`config.mk`:
```
export PLATFORM = sky130hd
export DESIGN_NAME = uart_bram_frame_ctrl
export DESIGN_NICKNAME = d
export VERILOG_FILES = /design/src/rtl/uart_bram_frame_ctrl.sv
export SDC_FILE = /design/constraint.sdc
export NUM_CORES = 1
export LEC_CHECK = 0
export ABC_AREA = 1
export BUFFER_PORTS_ARGS = -buffer_cell sky130_fd_sc_hd__buf_2
export CORE_MARGIN = 4
export CORE_UTILIZATION = 56
export CTS_CLUSTER_DIAMETER = 200
export DETAILED_ROUTE_END_ITERATION = 7
export HOLD_SLACK_MARGIN = 0.05
export PLACE_DENSITY = 0.79
export SLEW_MARGIN = 20
export SYNTH_ARGS = -nofsm -noshare
export SYNTH_HDL_FRONTEND = slang
export SYNTH_SLANG_ARGS = --single-unit
```
`constraint.sdc`:
```
create_clock -name clk -period 1.8 [get_ports clk]
set_input_delay 0.18 -clock clk [delete_from_list [all_inputs] [get_ports clk]]
set_output_delay 0.18 -clock clk [all_outputs]
set_load 0.01 [all_outputs]
```
`src/rtl/uart_bram_frame_ctrl.sv`:
```
// UART <-> BRAM frame sequencer: buffers one frame of received bytes as
// 16-bit words, then echoes the frame back to the transmitter.
module uart_bram_frame_ctrl #(
    parameter int ADDR_W      = 12,
    parameter int FRAME_WORDS = 1024
) (
    input  logic              clk,
    input  logic              rst,
    input  logic [7:0]        rx_data,
    input  logic              rx_valid,
    input  logic              tx_busy,
    output logic [7:0]        tx_data,
    output logic              tx_start,
    output logic              wea,
    output logic [ADDR_W-1:0] addra,
    output logic [15:0]       dina,
    output logic [ADDR_W-1:0] addrb,
    input  logic [15:0]       doutb,
    output logic              frame_done,
    output logic              overrun
);

    localparam logic [ADDR_W-1:0] LAST = ADDR_W'(FRAME_WORDS - 1);

    typedef enum logic [2:0] {
        RX_LO,
        RX_HI,
        WR,
        RD_ADDR,
        RD_WAIT,
        TX_LO,
        TX_HI,
        DONE
    } state_t;

    state_t            state;
    logic [ADDR_W-1:0] wr_ptr;
    logic [ADDR_W-1:0] rd_ptr;
    logic [7:0]        lo_byte;
    logic [15:0]       word_reg;
    logic              seen_busy;
    logic              tx_ready;
    logic              playback;

    assign tx_ready = !tx_busy && !tx_start;
    assign playback = (state == RD_ADDR) || (state == RD_WAIT) ||
                      (state == TX_LO)   || (state == TX_HI)   ||
                      (state == DONE);

    always_ff @(posedge clk) begin
        if (rst) begin
            state      <= RX_LO;
            wr_ptr     <= '0;
            rd_ptr     <= '0;
            lo_byte    <= '0;
            word_reg   <= '0;
            seen_busy  <= 1'b0;
            tx_data    <= '0;
            tx_start   <= 1'b0;
            wea        <= 1'b0;
            addra      <= '0;
            dina       <= '0;
            addrb      <= '0;
            frame_done <= 1'b0;
            overrun    <= 1'b0;
        end else begin
            wea        <= 1'b0;
            tx_start   <= 1'b0;
            frame_done <= 1'b0;
            if (rx_valid && playback)
                overrun <= 1'b1;
            unique case (state)
                RX_LO: begin
                    if (rx_valid) begin
                        lo_byte <= rx_data;
                        state   <= RX_HI;
                    end
                end
                RX_HI: begin
                    if (rx_valid) begin
                        dina  <= {rx_data, lo_byte};
                        addra <= wr_ptr;
                        wea   <= 1'b1;
                        state <= WR;
                    end
                end
                WR: begin
                    if (wr_ptr == LAST) begin
                        // Frame full: a byte landing here has no slot.
                        wr_ptr <= '0;
                        rd_ptr <= '0;
                        addrb  <= '0;
                        state  <= RD_ADDR;
                        if (rx_valid)
                            overrun <= 1'b1;
                    end else begin
                        wr_ptr <= wr_ptr + 1'b1;
                        if (rx_valid) begin
                            lo_byte <= rx_data;
                            state   <= RX_HI;
                        end else begin
                            state <= RX_LO;
                        end
                    end
                end
                RD_ADDR: begin
                    addrb <= rd_ptr;
                    state <= RD_WAIT;
                end
                RD_WAIT: begin
                    // addrb was already presented during RD_ADDR
                    word_reg <= doutb;
                    state    <= TX_LO;
                end
                TX_LO: begin
                    if (tx_ready) begin
                        tx_data   <= word_reg[7:0];
                        tx_start  <= 1'b1;
                        seen_busy <= 1'b0;
                        state     <= TX_HI;
                    end
                end
                TX_HI: begin
                    if (tx_busy)
                        seen_busy <= 1'b1;
                    if (tx_ready && seen_busy) begin
                        tx_data  <= word_reg[15:8];
                        tx_start <= 1'b1;
                        if (rd_ptr == LAST) begin
                            state <= DONE;
                        end else begin
                            rd_ptr <= rd_ptr + 1'b1;
                            addrb  <= rd_ptr + 1'b1;
                            state  <= RD_ADDR;
                        end
                    end
                end
                DONE: begin
                    frame_done <= 1'b1;
                    wr_ptr     <= '0;
                    rd_ptr     <= '0;
                    state      <= RX_LO;
                end
            endcase
        end
    end

endmodule

```
==> results of run 1 <==
## kinds of logic (layout without fill, tap and decap cells)
family	count (synthesis)	count (layout)
flops	104	104
fa+ha+maj	2	2
buf+inv	117	211
compound gates	147	147
simple gates	312	312
## cell usage after synthesis
cell,n,area [um^2]
and2_1,1,6.26
nor2_4,4,45.0
nor2_2,4,25.0
o21ai_0,68,340
nor3_2,2,20.0
and3_1,1,6.26
nand3b_1,10,75.1
a31oi_1,9,56.3
nor2b_1,1,6.26
inv_1,78,293
o21a_1,1,7.51
o22ai_4,1,20.0
nor3_1,3,15.0
buf_4,2,15.0
buf_1,2,7.51
dfxtp_1,104,2080
ha_1,2,25.0
a22o_1,1,8.76
inv_2,6,22.5
buf_6,6,67.6
nand2_1,133,499
buf_2,8,40.0
nand3_1,41,205
nor2_1,95,357
clkbuf_1,13,48.8
nand3_2,3,30.0
nand2_2,6,37.5
o21ai_1,2,10.0
clkinv_1,2,7.51
a21oi_1,65,325
nand4_1,5,31.3
nor4_1,1,6.26
nand3_4,2,35.0
## per-layer routing
| metal | GRT usage | share of wire | vias to the layer above |
|---|---|---|---|
| met3 | 0.0368 | 0.069 | 21 |
| li1 | - | - | 2363 |
| met1 | 0.300 | 0.45 | 2095 |
| met5 | 0 | 0 | - |
| met4 | 0.0788 | 0.019 | 0 |
| met2 | 0.363 | 0.47 | 161 |
## final cells by class
| cell class | count | area share |
|---|---|---|
| multi-input combinational | 461 | 0.391 |
| timing repair buffer | 110 | 0.127 |
| clock buffer | 9 | 0.0217 |
| clock inverter | 6 | 0.0134 |
| sequential | 104 | 0.366 |
| tap | 105 | 0.0231 |
| inverter | 86 | 0.0573 |
## worst max-delay path: stages (launching register included)
cell     delay [ns]
dfxtp_2        0.37
ha_2           0.21
nand3_2        0.13
nor2_4         0.15
nand3_1        0.09
nand2_1        0.14
nand3_2        0.13
buf_12         0.17
nand2_1        0.06
nand2_1        0.05
nor2_1         0.10
## power by group
group / leakage [nW] / switching [mW] / internal [mW] / total (mW)
combinational: 1.57 / 0.258 / 0.186 / 0.444
clock: 0.102 / 0.846 / 0.659 / 1.50
sequential: 0.846 / 0.0440 / 2.39 / 2.43
## repair_timing
| item | in CTS | in global routing |
|---|---|---|
| hold endpoints to repair | 13 | 0 |
| setup endpoints to repair | 6 | 42 |
| gates resized for setup | 1 | 12 |
| pin swaps | 0 | 1 |
| setup buffers | 0 | 2 |
| hold buffers | 13 | 0 |
## stage by stage
step	total power, mW	hold WS, ns	cells
after floorplan	2.75	0.315	682
after global placement	2.89	0.401	851
after CTS	4.42	0.0506	879
final	4.38	0.0570	881
after global routing	4.57	0.0664	881
after detailed placement	2.91	0.409	851
## how the worst min path moves through the flow
stage / slack [ns] / end / cells after the start / from
after floorplan: 0.31 / word_reg[10] / 2 / doutb[10]
after global placement: 0.40 / word_reg[8] / 3 / doutb[8]
after detailed placement: 0.41 / word_reg[12] / 3 / doutb[12]
after CTS: 0.05 / word_reg[15] / 3 / doutb[15]
after global routing: 0.07 / word_reg[15] / 3 / doutb[15]
final: 0.06 / word_reg[15] / 3 / doutb[15]
==> results.tsv, run 1 <==
metric	value	unit
final hold vios	0	
Avg Cell Area, Syn	7.00	um^2
Adder-Cell Fraction of Synth Area	0.00524	
Total GRT Usage	0.223	
fraction of layout cells with a size suffix above 1	0.193	
part of the Yosys area used for sequential elements	0.436	
pin count of the biggest net entering global routing	58	
slew of the pin with the lowest slew margin	0.469	ns
Final GP Congestion	0.869	
Post-Synthesis Cell Area	4780	um^2
initial antenna violation count	0	
Starting Density	0.578	
CTS tree	yes	
Critical Path Start	wr_ptr[0]	
R2R cell count	10	
global route total overflow	0	
H-tree depth	3	
Clock Tree Buf Depth	2	
drt drc	0	
Max Clock Skew	0.0108	ns
Pre-Repair DR Iteration Count	5	
hpwl dp	7660	um
vias	4640	
start of the worst register-to-register path	wr_ptr[0]	
register bit count reported by yosys	104	
Pwr Density	769	nW/um^2
row count	33	
I/O Buffers	79	
Routed WL per cell	12.6	um
Top Ports	80	
antenna viol nets, final	0	
vias in the first global route	4168	
setup tns final	0	ns
Reg-to-Reg End	addrb[5]	
maxcap violations	0	
FF-to-FF setup slack	0.12	ns
Critical Path Fanout Max	24	
VDD IR max	421	uV
Worst EP arrival	1.97	ns
Slew headroom	0.687	
fin worst setup slack	0.124	ns
Slew Limit Fails	0	
CP startpoint kind	register	
mux share of post-synthesis cell area	0	
core area	8260	um^2
Post-Syn Instances	682	
first-pass GRT wire length	18800	um
vias per inst	5.27	
Die W	100	um
Fillers	706	
Register Area	2090	um^2
Period Utilization, post-route	0.931	
synthesized net count	712	
Critical Path Sink	addrb[5]	
most frequent cells in the layout	nand2_1 (133), dfxtp_1 (100), nor2_1 (94), buf_2 (79), inv_1 (77)	
Compound-Gate Fraction of Synth Area	0.161	
YS warnings	0	
fin util	0.690	
multi-input logic area	2230	um^2
CTS root buffer	clkbuf_8	
pre-CTS WS	0.00816	ns
Num CTS Buffers	9	
Setup Crit Path Kind	register to register	
area of the die	10100	um^2
Required @ worst endpoint	2.09	ns
DRC marker count from the first detailed-route iteration	234	
min Tclk post-route	1.68	ns
Synth cell types	33	
ant diodes	0	
Placed Instance Area	5300	um^2
commonest non-fill, non-tap cell in the layout	nand2_1	
total leakage power	2.52	nW
Area growth syn-to-layout	19.3	%
Net count, final	802	
clock transition at the registers of the reported paths	0.11	ns
Post-Synth Simple-Gate Area	0.293	
XOR/XNOR Fraction of Synth Area	0	
post-route cell area	5700	um^2
largest family of logic cells by synthesized area	simple AND/OR/NAND/NOR gates	
Clk Latency, worst-skew pair	0.36	ns
Worst Hold Class	primary input to register	
status	complete, no violations	
Finish-stage setup viols	0	
Die Height	100	um
clock sinks	104	
Post-Route WL	11100	um
fmax	597	MHz
crit path capture type	register	
No activity file was read; power rests on OpenSTA's default activity.
==> run 2, diff against run 1 <==
Clock period 1.8 ns to 1.7 ns, I/O delays scaled along.
==> run 2 against run 1 <==
Register-to-register slack is essentially flat. Die area is the same. Clock power grew 3%. Global-route usage shrank 0.58 points. Clock skew is essentially flat. Largest cell class unchanged.
==> results.tsv, run 2 (same netlist as run 1, synthesis figures left out) <==
metric	value	unit
status	complete, no violations	
min Tclk post-route	1.58	ns
global route total overflow	0	
Post-Route WL	11500	um
Pwr Density	779	nW/um^2
DRC marker count from the first detailed-route iteration	232	
fraction of layout cells with a size suffix above 1	0.218	
CTS tree	yes	
row count	33	
Setup Crit Path Kind	register to register	
final hold vios	0	
clock transition at the registers of the reported paths	0.10	ns
Starting Density	0.578	
Die Height	100	um
total leakage power	2.63	nW
setup tns final	0	ns
ant diodes	0	
Die W	100	um
Finish-stage setup viols	0	
slew of the pin with the lowest slew margin	0.418	ns
Clk Latency, worst-skew pair	0.38	ns
Worst EP arrival	1.86	ns
Num CTS Buffers	9	
Net count, final	824	
highest metal used	met4	
Required @ worst endpoint	1.98	ns
commonest non-fill, non-tap cell in the layout	nand2_1	
placed cell count	863	
met3 WL	527	um
pin count of the biggest net entering global routing	50	
Met2 Wirelength	5610	um
most frequent cells in the layout	nand2_1 (133), dfxtp_1 (98), nor2_1 (93), buf_2 (79), inv_1 (77)	
clock sinks	104	
Worst Hold Class	primary input to register	
vias in the first global route	4103	
crit path capture type	register	
Top Ports	80	
hpwl dp	7600	um
Area growth syn-to-layout	23.7	%
H-tree depth	3	
Slew Limit Fails	0	
drt drc	0	
Placed Instance Area	5390	um^2
Critical Path Fanout Max	15	
area of the die	10100	um^2
Total GRT Usage	0.217	
CP startpoint kind	register	
vias	4682	
CTS root buffer	clkbuf_8	
maxcap violations	0	
I/O Buffers	79	
post-route cell area	5910	um^2
vias per inst	5.18	
initial antenna violation count	0	
M1 WL	5140	um
fin cells	904	
Final GP Congestion	0.870	
core area	8260	um^2
fmax	631	MHz
VDD IR max	448	uV
antenna viol nets, final	0	
Slew headroom	0.721	
Pre-Repair DR Iteration Count	5	
Period Utilization, post-route	0.932	
Routed WL per cell	12.7	um
Max Clock Skew	0.0110	ns
first-pass GRT wire length	18100	um
Clock Tree Buf Depth	2	
[run 2: changes by cell type in the layout (fill, tap and decap cells not counted), moves of 2 or more]
cell           delta
nand3_4           +2
buf_4            +18
dlygate4sd3_1     +3
dfxtp_1           -2
ha_2              -2
ha_4              +2
dfxtp_2           +2
[run 2: through the flow]
step	worst slack [ns]	total power, mW	hold WS, ns	util
2_1_floorplan	0.138	2.91	0.305	-
3_3_place_gp	0.0369	3.07	0.392	0.652
3_5_place_dp	-0.0515	3.08	0.397	0.652
4_1_cts	0.00397	4.62	0.0653	0.697
5_1_grt	-0.000517	4.80	0.0668	0.716
6_report	0.116	4.60	0.0671	0.716
[run 2: layout make-up]
type	count	area, um^2
multi-input combinational	462	2280
clock buffer	10	138
clock inverter	6	62.6
tap	105	131
sequential	104	2090
timing repair buffer	131	888
fill	667	2350
inverter	86	324
[run 2: path summary, 6_finish.rpt]
kind,start,end,slack [ns],cells after the start
min reg2reg,dina[9],dina[9],0.44,2
max reg2reg,rd_ptr[0],rd_ptr[3],0.12,10
min,tx_busy,seen_busy,0.07,3
max,rd_ptr[0],rd_ptr[3],0.12,10
[run 2: what timing repair did]
item,CTS,global route
buffers inserted,0,8
resized for setup,2,19
cloned,0,1
endpoints found under the setup margin,13,36
hold buffers,16,0
pin swaps,0,6
hold endpoints to repair,16,0
[run 2: metal layers]
metal  vias up  global-route usage
met5         -                   0
met4         0              0.0798
met3        20              0.0389
met2       115               0.363
met1      2129               0.281
li1       2418                   -
[run 2: worst max-delay path, cell delays in order, from the launching register on]
cell and delay [ns]:
dfxtp_2 0.37, ha_4 0.15, nand2_1 0.08, nor2_2 0.13
nand3_2 0.11, nor2_4 0.15, nor2_4 0.05, buf_12 0.14
buf_4 0.13, a21oi_1 0.12, nor2_1 0.06
[run 2: report_power, final]
| part | switching, mW | internal (mW) | total (mW) |
|---|---|---|---|
| registers | 0.0461 | 2.53 | 2.57 |
| logic | 0.278 | 0.206 | 0.485 |
| clock network | 0.932 | 0.612 | 1.54 |
| total | 1.26 | 3.35 | 4.60 |
